==> config.mk <==
export PLATFORM = sky130hd
export DESIGN_NAME = clmul16_karatsuba_seq
export DESIGN_NICKNAME = d
export VERILOG_FILES = /design/src/rtl/clmul16_karatsuba_seq.sv
export SDC_FILE = /design/constraint.sdc
export NUM_CORES = 1
export LEC_CHECK = 0
export CAP_MARGIN = 20
export CORE_MARGIN = 4
export CORE_UTILIZATION = 53
export CTS_CLUSTER_SIZE = 28
export DETAILED_ROUTE_END_ITERATION = 10
export PLACE_DENSITY = 0.88
export SLEW_MARGIN = 15
export SYNTH_ARGS = -nofsm -noshare
export SYNTH_HDL_FRONTEND = slang
export SYNTH_SLANG_ARGS = --single-unit
==> constraint.sdc <==
create_clock -name clk -period 4.6 [get_ports clk]
set_input_delay 0.92 -clock clk [delete_from_list [all_inputs] [get_ports clk]]
set_output_delay 0.92 -clock clk [all_outputs]
set_load 0.05 [all_outputs]
==> src/rtl/clmul16_karatsuba_seq.sv <==
// 16x16 carry-less multiplier built from three Karatsuba sub-products on one
// shared 8x8 carry-less multiplier, with valid/ready handshakes on both sides.
module clmul16_karatsuba_seq #(
  parameter int MUL_LAT = 0
) (
  input  logic        clk,
  input  logic        rst_n,
  input  logic        in_valid,
  output logic        in_ready,
  input  logic [15:0] in_a,
  input  logic [15:0] in_b,
  output logic        out_valid,
  input  logic        out_ready,
  output logic [30:0] out_y,
  output logic        busy,
  output logic [7:0]  mul_a,
  output logic [7:0]  mul_b,
  input  logic [14:0] mul_y
);

  typedef enum logic [2:0] {IDLE, MUL0, MUL1, MUL2, DONE} state_t;

  state_t      state;
  logic [7:0]  a_lo, a_hi, b_lo, b_hi;
  logic [14:0] p0, p1, p2;
  logic        cnt;
  logic        last;
  logic [14:0] mid;

  assign in_ready = (state == IDLE);
  assign last     = (cnt == 1'(MUL_LAT));

  // Result is a pure function of the captured sub-products, so it holds
  // steady for as long as the consumer stalls in DONE.
  assign mid   = p1 ^ p0 ^ p2;
  assign out_y = {p2, 16'h0000} ^ {8'h00, mid, 8'h00} ^ {16'h0000, p0};

  always_ff @(posedge clk or negedge rst_n) begin
    if (!rst_n) begin
      state     <= IDLE;
      a_lo      <= '0;
      a_hi      <= '0;
      b_lo      <= '0;
      b_hi      <= '0;
      p0        <= '0;
      p1        <= '0;
      p2        <= '0;
      cnt       <= 1'b0;
      mul_a     <= '0;
      mul_b     <= '0;
      out_valid <= 1'b0;
      busy      <= 1'b0;
    end else begin
      case (state)
        IDLE: begin
          if (in_valid) begin
            a_lo  <= in_a[7:0];
            a_hi  <= in_a[15:8];
            b_lo  <= in_b[7:0];
            b_hi  <= in_b[15:8];
            mul_a <= in_a[7:0];
            mul_b <= in_b[7:0];
            cnt   <= 1'b0;
            busy  <= 1'b1;
            state <= MUL0;
          end
        end
        MUL0: begin
          if (last) begin
            p0    <= mul_y;
            mul_a <= a_hi;
            mul_b <= b_hi;
            cnt   <= 1'b0;
            state <= MUL1;
          end else begin
            cnt <= cnt + 1'b1;
          end
        end
        MUL1: begin
          if (last) begin
            p2    <= mul_y;
            mul_a <= a_lo ^ a_hi;
            mul_b <= b_lo ^ b_hi;
            cnt   <= 1'b0;
            state <= MUL2;
          end else begin
            cnt <= cnt + 1'b1;
          end
        end
        MUL2: begin
          if (last) begin
            p1        <= mul_y;
            mul_a     <= '0;
            mul_b     <= '0;
            cnt       <= 1'b0;
            out_valid <= 1'b1;
            state     <= DONE;
          end else begin
            cnt <= cnt + 1'b1;
          end
        end
        DONE: begin
          if (out_ready) begin
            out_valid <= 1'b0;
            busy      <= 1'b0;
            state     <= IDLE;
          end
        end
        default: state <= IDLE;
      endcase
    end
  end

endmodule

==> flow_summary.ini, run 1 <==
[status]
status = finished, final reports clean

[die]
row_count = 34
core_area_sq_um = 8806
die-area_sq_um = 10750
die_w_microns = 103.7
io-pin-count = 101
die_h_microns = 103.7
initial_core_util = 0.5509

[final_layout]
insertedDiodeCount = 0
stdcell_area_sq_um = 5883
syn_to_final_growth_pct = 21.28
nets = 481
layout-drive-gt1-share = 0.2465
nFillCells = 649

[drt]
routed_via_density = 5.478
drt_iter0_drc = 73
drtPass1Iterations = 5
ant_nets = 0
drcViolationCount = 0
wl_per_cell_microns = 17.55
drt-total-wl_mm = 9.511
num_vias = 2969

[timing]
slew_violations = 0
fmax_mhz = 331.6
fin_tns_setup_ns = 0
rsz0062_at_grt = no
tightestPinTransition_ns = 0.9034
hold_violations = 0
setup_viol = 0
timing.final.crit_period_ns = 3.016
maxSlewHeadroom = 0.3971
finalClockSkew_ns = 0.005269
timing.final.crit_share = 0.6557

[global_routing]
antenna_found_initial = 0
first_global_vias = 3104
track_usage = 0.1774
grt_overflow = 0
grt_max_degree = 63
grt_first_pass_wirelength_mm = 15.57

[job]
cap_violations = 0

[setup_path]
startpoint_type = register
path_buf_inv = 2
slowest_delay_ns = 0.84
crit_family = buffers and inverters
path_cells = buf_4 > nor3_2 > clkdlybuf4s50_1
critical_path_required_ns = 3.68
worst_setup_path_end_kind = output pin
critical_path_class = reg2out
path_max_fanout = 42
worst_path_max_delay_cell = clkdlybuf4s50_1
worstPathArrival_ns = 2.10

[synthesis]
synth_top_cells_by_count = dfrtp_1, xnor2_1, mux2_4
ys_seq_area_frac = 0.5055
ys_warn_count = 0
synth_area_leaders = dfrtp_1, mux2_4, mux2_2
synth.most_common_cell = dfrtp_1
synth_edf_count = 0
synth_area_sq_um = 4851
synth_flop_cell = dfrtp_1
synth_seq_cells = 98
yosysTopAreaCell = dfrtp_1
async_reset_ff_frac = 1.000
synth_nets = 402
avgSynthCellArea_sq_um = 13.82
ys_types = 26
synth_top_cell_area_share = 0.5055
syn_inst = 351

[cts]
cts_max_level = 3
root_buffer = clkbuf_8
clockBufferDepth = 2
cts_tree = done
clock_insertion_delay_worst_skew_ns = 0.34
cts_made_buffers = 9
cts.clk_slew.worst_paths_ns = 0.09
postCtsHoldBufs = 0
cts.sinks = 98
post_cts_resized = 0
post-cts-setup-buffer-count = 0

[placed_design]
placed_cell_area_sq_um = 5723
gp_congestion = 0.7734
port_buffers = 100
dp_hpwl_mm = 6.528

[worst_hold_path]
hp-class = reg2reg
[stage by stage]
step	hold slack [ns]	worst slack (ns)	cells	utilization
after CTS	0.5177	1.586	542	0.6681
after detailed placement	0.4879	1.850	527	0.6499
final	0.5215	1.584	542	0.6681
after global placement	0.4923	1.826	527	0.6499
after floorplan	0.5007	2.281	351	-
after global routing	0.5396	1.535	542	0.6681
[layout make-up]
| class | count | area (sq um) | share of cell area |
|---|---|---|---|
| Clock buffer | 10 | 127.6 | 0.02169 |
| Clock inverter | 5 | 32.53 | 0.005530 |
| Multi-Input combinational cell | 215 | 2092 | 0.3556 |
| Sequential cell | 98 | 2452 | 0.4168 |
| Tap cell | 108 | 135.1 | 0.02297 |
| Timing Repair Buffer | 106 | 1044 | 0.1774 |
[routing by layer]
| metal | vias to the layer above | track usage | wire [microns] |
|---|---|---|---|
| li1 | 1376 | - | - |
| met1 | 1498 | 0.2378 | 4413 |
| met2 | 89 | 0.2850 | 4533 |
| met3 | 6 | 0.05037 | 498 |
| met4 | 0 | 0.04748 | 66 |
| met5 | - | 0 | 0 |
[worst register-to-register path, stage by stage (launching register included)]
cell	delay, ns
dfrtp_1	0.34
buf_4	0.39
nor3b_4	0.84
mux2_2	0.43
[flip-flops by register name (all words and copies together), names as in the netlist]
name	flops
a_hi	8
p1	15
b_lo	8
mul_a	8
b_hi	8
p0	15
out_valid	1
p2	15
state	3
mul_b	8
a_lo	8
busy	1
[cells by family (layout without fill, tap and decap cells)]
kind of cell,count (synthesis),in the layout,synth area share
flip-flops,98,98,0.5055
multiplexers,77,77,0.2089
XOR/XNOR,53,53,0.09569
AND/OR/NAND/NOR,15,15,0.02683
buffers and inverters,38,121,0.06319
AO/OA/AOI/OAI,70,70,0.09982
[path summary, 6_finish.rpt]
check | from | end | slack [ns] | cells past startpoint
max in group asynchronous | rst_n | mul_a[4] | 2.97 | 2
worst min-delay path | mul_a[4] | mul_a[4] | 0.52 | 1
worst max-delay path | state[1] | in_ready | 1.58 | 3
worst max register to register | state[1] | p2[12] | 2.49 | 3
min in group asynchronous | rst_n | p0[4] | 0.64 | 1
worst min register to register | mul_a[4] | mul_a[4] | 0.52 | 1
[placed cells by master (no fill, tap or decap), types with 3 or more instances in the layout]
cell type / Yosys / routed
buf_4: 20 / 7
mux2_4: 39 / 39
dfrtp_1: 98 / 98
xnor2_1: 46 / 46
o2bb2ai_1: 16 / 16
a22o_1: 16 / 16
xor2_1: 7 / 7
clkbuf_8: 0 / 9
clkdlybuf4s50_1: 0 / 99
clkinvlp_4: 0 / 3
mux2_2: 38 / 38
a21oi_1: 35 / 35
Power of run 1 is left out: the tool's default activity adds up to more than one toggle a clock period on the data nets, which glitch-free logic cannot reach.
==> run 2: changes to the inputs <==
- CORE_UTILIZATION: 53 -> 51
- PLACE_DENSITY: 0.88 -> 0.86
- clock period: 4.6 -> 2.9 ns (I/O delays scaled with it)
==> run 2 against run 1 <==
  * Flip-flop and latch count unchanged
  * Critical endpoint is now out_y[16]
  * Hold slack got worse by 0.29 ns
  * Die area rose by 3.6%
  * Clock-buffer cell count shrank 1
==> flow_summary.ini, run 2 (synthesis results as in run 1) <==
[status]
status = finished, final reports clean

[setup_path]
worstPathArrival_ns = 2.04
slowest_delay_ns = 0.83
worst_path_max_delay_cell = clkdlybuf4s50_1
path_cells = xor2_1 > xnor2_1 > clkdlybuf4s50_1
r2r_cells = 3
critical_path_required_ns = 2.32
r2r_end = a_hi[7]
path_max_fanout = 2
worst_setup_path_end_kind = output pin
crit-reg2reg-launch = state[2]
startpoint_type = register
rrSetupSlack_ns = 1.07
critical_path_class = reg2out

[global_routing]
first_global_vias = 3298
grt_first_pass_wirelength_mm = 16.69
antenna_found_initial = 0
grt_overflow = 0
track_usage = 0.1868
grt_max_degree = 51

[job]
cap_violations = 0

[drt]
drtPass1Iterations = 4
drcViolationCount = 0
drt_iter0_drc = 102
num_vias = 3053
wl_per_cell_microns = 17.77
drt-total-wl_mm = 10.07
routed_via_density = 5.384
ant_nets = 0

[die]
die_h_microns = 105.5
row_count = 35
io-pin-count = 101
initial_core_util = 0.5250
die_w_microns = 105.5
die-area_sq_um = 11140
core_area_sq_um = 9240

[final_layout]
nets = 484
stdcell_area_sq_um = 6015
finalCoreUtilization = 0.6509
final_cell_mix = clkdlybuf4s50_1, dfrtp_1, xnor2_1, mux2_4, mux2_2
layout-drive-gt1-share = 0.2557
mostFrequentLayoutCell = clkdlybuf4s50_1
largestRegisters = p0: 15 flops, p1: 15 flops, p2: 15 flops
syn_to_final_growth_pct = 23.99
insertedDiodeCount = 0

[cts]
clock_insertion_delay_worst_skew_ns = 0.36
cts_made_buffers = 9
postCtsHoldBufs = 0
post-cts-setup-buffer-count = 0
cts.sinks = 98
clockBufferDepth = 2
root_buffer = clkbuf_8
cts.clk_slew.worst_paths_ns = 0.10
cts_max_level = 3
cts_tree = done
post_cts_resized = 0

[timing]
worst_slack_ns = 0.2814
rsz0062_at_grt = no
finalClockSkew_ns = 0.01218
hold_violations = 0
fin_tns_setup_ns = 0
timing.final.crit_period_ns = 2.619
maxSlewHeadroom = 0.5764
slew_violations = 0
setup_viol = 0
fmax_mhz = 381.9
tightestPinTransition_ns = 0.6355
timing.final.crit_share = 0.9030

[placed_design]
pre_cts_ws_ns = 0.6584
port_buffers = 100
gp_congestion = 0.7767
placed_cell_area_sq_um = 5784
dp_hpwl_mm = 6.919

[worst_hold_path]
hp-class = in2async
## run 2: changes by cell type in the layout (fill, tap and decap cells not counted), sizes merged
cell	delta
clkinvlp	-3
clkbuf	-1
clkinv	-1
inv	+4
bufinv	+2
buf	+3
## run 2: cell type report
class,count,area (sq um)
Fill cell,703,3226
Clock inverter,7,106.4
Tap cell,129,161.4
Multi-Input combinational cell,215,2092
Sequential cell,98,2452
Clock buffer,9,123.9
Timing Repair Buffer,109,1079
## run 2: critical path: cells and delay by family, from the launching register on
kind | cells | cell delay (ns)
xor+xnor | 2 | 0.44
flops | 1 | 0.40
buf+inv | 1 | 0.83
## run 2: per-stage QoR
| stage | std cells | hold slack (ns) |
|---|---|---|
| global route | 567 | 0.2781 |
| finish | 567 | 0.2347 |
| floorplan | 351 | 0.2844 |
| global placement | 551 | 0.4898 |
| CTS | 567 | 0.2458 |
| detailed placement | 551 | 0.4954 |
## run 2: layer usage
metal | vias up | wire (microns) | global-route usage
li1 | 1385 | - | -
met1 | 1558 | 4550 | 0.2506
met2 | 100 | 4829 | 0.3069
met3 | 10 | 577 | 0.04225
met4 | 0 | 115 | 0.05088
met5 | - | 0 | 0
## run 2: worst max path at each step
| stage | start | end | slack [ns] | depth (start not counted) |
|---|---|---|---|---|
| 2_1_floorplan | state[2] | a_hi[0] | 0.76 | 6 |
| 5_1_grt | p0[8] | out_y[16] | 0.16 | 3 |
| 4_1_cts | p0[8] | out_y[16] | 0.25 | 3 |
| 3_5_place_dp | p0[9] | out_y[17] | 0.66 | 3 |
| 3_3_place_gp | p0[8] | out_y[8] | 0.72 | 3 |
| 6_report | p0[8] | out_y[16] | 0.28 | 3 |
Power of run 2 is left out for the same reason.
==> run 3: changes to the inputs <==
- CELL_PAD_IN_SITES_DETAIL_PLACEMENT: not set -> 1
- CELL_PAD_IN_SITES_GLOBAL_PLACEMENT: not set -> 2
- CORE_UTILIZATION: 51 -> 35
- DONT_BUFFER_PORTS: not set -> 1
- PLACE_DENSITY: 0.86 -> 0.72
==> run 3 against run 2 <==
  * Sequential share of layout area grew 5.5 points
  * Clock-buffer cell count rose by 3
  * Fmax grew 20%
  * Critical path depth unchanged
  * Cell count is 6.9% lower
  * Via count fell by 12%
  * Wire length rose by 4.5%
  * Cell area decreased by 12%
  * Highest routed layer unchanged
  * Flip-flop and latch count is the same
  * Clock skew down 0.0030 ns
  * Largest cell class unchanged
  * First-iteration DRC count increased by 3.9%
  * Hold slack lost 0.086 ns
==> flow_summary.ini, run 3 (synthesis results as in run 1) <==
[drt]
num_vias = 2684
drtPass1Iterations = 4
drcViolationCount = 0
wl_met1_mm = 4.200
top_layer = met4
ant_nets = 0
wl_met2_mm = 5.101
met3_length_mm = 1.075
drt_iter0_drc = 106
wl_per_cell_microns = 19.93
drt-total-wl_mm = 10.52
routed_via_density = 5.083

[setup_path]
critical_path_class = reg2out
critPathLaunch = p2[8]
r2r_cells = 4
worstPathArrival_ns = 1.60
startpoint_type = register
crit-reg2reg-launch = state[1]
path_max_fanout = 3
critical_path_required_ns = 2.32
worst_setup_path_end_kind = output pin

[final_layout]
syn_to_final_growth_pct = 9.182
insertedDiodeCount = 0
nets = 398
final_cell_mix = dfrtp_1, xnor2_1, mux2_4, mux2_2, a21oi_1
largestRegisters = p0: 15 flops, p1: 15 flops, p2: 15 flops
mostFrequentLayoutCell = dfrtp_1
layout-drive-gt1-share = 0.3551

[cts]
post_cts_resized = 0
root_buffer = clkbuf_16
cts_made_buffers = 9
cts.sinks = 98
postCtsHoldBufs = 1
clock_insertion_delay_worst_skew_ns = 0.35
cts_tree = done
clockBufferDepth = 2
post-cts-setup-buffer-count = 0
cts_max_level = 3
cts.clk_slew.worst_paths_ns = 0.07

[global_routing]
grt_first_pass_wirelength_mm = 17.24
track_usage = 0.1374
antenna_found_initial = 0
grt_max_degree = 99
first_global_vias = 3019
grt_overflow = 0

[die]
io-pin-count = 101
die-area_sq_um = 15810
row_count = 42
core_area_sq_um = 13400
die_w_microns = 125.7
initial_core_util = 0.3620
die_h_microns = 125.7

[timing]
tightestPinTransition_ns = 0.6395
setup_viol = 0
slew_violations = 0
timing.final.crit_share = 0.7518
fin_tns_setup_ns = 0
maxSlewHeadroom = 0.5737
rsz0062_at_grt = no
fmax_mhz = 458.7
finalClockSkew_ns = 0.009198
hold_violations = 0
timing.final.crit_period_ns = 2.180

[placed_design]
gp_congestion = 0.6963
port_buffers = 0
dp_hpwl_mm = 6.832

[job]
cap_violations = 0

[status]
status = finished, final reports clean

[worst_hold_path]
hp-class = in2async
run 3: changes by cell type in the layout (fill, tap and decap cells not counted), sizes merged:
cell	delta
clkinvlp	+1
clkdlybuf4s50	-99
inv	-4
buf	+13
clkbuf	+3
run 3: path summary, 6_finish.rpt:
check                      slack [ns]        end
max                              0.72  out_y[16]
min                              0.15    a_lo[7]
max reg2reg                      0.90     p2[12]
min reg2reg                      0.53      p0[8]
max in group asynchronous        2.34   mul_a[2]
min in group clk                 0.37    b_lo[2]
run 3: layout make-up:
cell class | count | area (sq um)
fillers | 1382 | 8104
flip-flops and latches | 98 | 2452
multi-input cells | 215 | 2092
clock buffers | 12 | 266.5
well taps | 176 | 220.2
repair buffers | 23 | 192.7
clock inverters | 4 | 72.57
run 3: critical path, stage by stage, from the launching register on:
cell	delay, ns
dfrtp_1	0.69
xnor2_1	0.20
xnor2_1	0.15
buf_4	0.22
run 3: through the flow:
| step | instance area (sq um) | setup slack [ns] | utilization | std cells | hold slack, ns |
|---|---|---|---|---|---|
| finish | 5296 | 0.7197 | 0.3952 | 528 | 0.1490 |
| global route | 5296 | 0.6173 | 0.3952 | 528 | 0.1768 |
| CTS | 5296 | 0.6719 | 0.3952 | 528 | 0.1735 |
| detailed placement | 4930 | 0.9140 | 0.3679 | 511 | 0.2868 |
| global placement | 4930 | 0.9318 | 0.3679 | 511 | 0.2868 |
| floorplan | 4851 | 0.7615 | - | 351 | 0.2844 |
run 3: routing by layer:
| metal | global-route usage | vias to the layer above |
|---|---|---|
| li1 | - | 1207 |
| met1 | 0.1613 | 1381 |
| met2 | 0.2215 | 85 |
| met3 | 0.06859 | 11 |
| met4 | 0.04209 | 0 |
| met5 | 0 | - |
Power of run 3 is left out for the same reason.
==> RTL change, RTL diff (config.mk and constraints of run 1) <==
Re-encode `state_t` (5 states) as one-hot, 5 bits wide.
--- a/src/rtl/clmul16_karatsuba_seq.sv
+++ b/src/rtl/clmul16_karatsuba_seq.sv
@@ -19,5 +19,5 @@
 );
 
-  typedef enum logic [2:0] {IDLE, MUL0, MUL1, MUL2, DONE} state_t;
+  typedef enum logic [4:0] {IDLE = 5'b00001, MUL0 = 5'b00010, MUL1 = 5'b00100, MUL2 = 5'b01000, DONE = 5'b10000} state_t;
 
   state_t      state;
Function: same outputs for any inputs over 4 cycles, from zero or initial values and one cycle with rst_n low; so few cycles prove little.
==> RTL change against run 1 <==
  * Sequential cell count increased by 2
  * Count of clock-buffer cells in the layout decreased by 1
  * Routed wire length increased by 1.4%
  * Non-clock buffer count decreased by 2
  * Critical path type unchanged
  * Cell area increased by 0.34%
  * Area after synthesis decreased by 1.0%
  * Highest routed layer unchanged
  * Setup slack got worse by 0.021 ns
  * Critical endpoint unchanged
Power is not shown: default switching activity piles up to over one toggle a cycle in this logic, so the estimate is an artifact.
==> RTL change: results (changes against run 1) <==
status finished clean; final non-filler cell total 532 (-1.8%); Mapped Nets 388 (-3.5%); GR Layer Usage met2 0.349 (+0.0642); Worst Skew 0.0165 ns (+0.0113 ns); CP startpoint state[4]$_DFFE_PN0P_; sequential share of the synthesized area 0.522 (+0.0160); grt met3 use 0.0436 (-0.00678); post-synthesis mux area share 0.237 (+0.0282); worst hold stages 2 (+1); Detailed Place HPWL 6660 um (+2.1%); worst r2r src state[0]$_DFFE_PN1P_; routability cong. 0.739 (-4.5%); worst hold slack 0.487 ns (-0.0347 ns); total track usage 0.191 (+0.0139); number of global-route vias before repair 3127 (+0.74%); crit path time final 3.04 ns (+0.0207 ns); initial DRC count 146 (+100%); first-pass GRT wire length 15600 um (+0.35%); Via density 5.41 (-1.2%); compound-gate portion of the synthesized area 0.0420 (-0.0579); post-synth cell types 30 (+15%); Final nets 470 (-2.3%); largest net degree at the start of global routing 65 (+3.2%); Clock Latency Late Sink 0.36 ns (+0.02 ns); mean area per synthesized cell 14.2 sq um (+3.1%); hold path startpoint out_valid$_DFFE_PN0P_; M1 GR Usage 0.226 (-0.0116)
## RTL change: changes by cell type in the layout (fill, tap and decap cells not counted), sizes merged, moves of 4 or more
cell            run 1  this run
xor2                7        24
nor2                2         6
mux2i               0        17
a21oi              35         1
inv                 0        17
a22o               16         0
xnor2              46        31
o2bb2ai            16         0
a222oi              0        16
## RTL change: critical path: stages (launching register included)
cell and delay (ns):
dfrtp_1 0.45, nor2_2 0.26, and3_4 0.23, clkdlybuf4s50_1 0.80
## RTL change: layout make-up
| class | count | share of cell area |
|---|---|---|
| Clock inverter | 7 | 0.0187 |
| Inverter | 16 | 0.0102 |
| Sequential cell | 100 | 0.424 |
| Tap cell | 108 | 0.0229 |
| Timing Repair Buffer | 104 | 0.174 |
| Multi-Input combinational cell | 188 | 0.329 |
| Clock buffer | 9 | 0.0210 |
## RTL change: layer usage
layer / vias up / part of all wire
li1: 1325 / -
met4: 0 / 0.015
met1: 1476 / 0.40
met5: - / 0
met3: 14 / 0.042
met2: 65 / 0.55
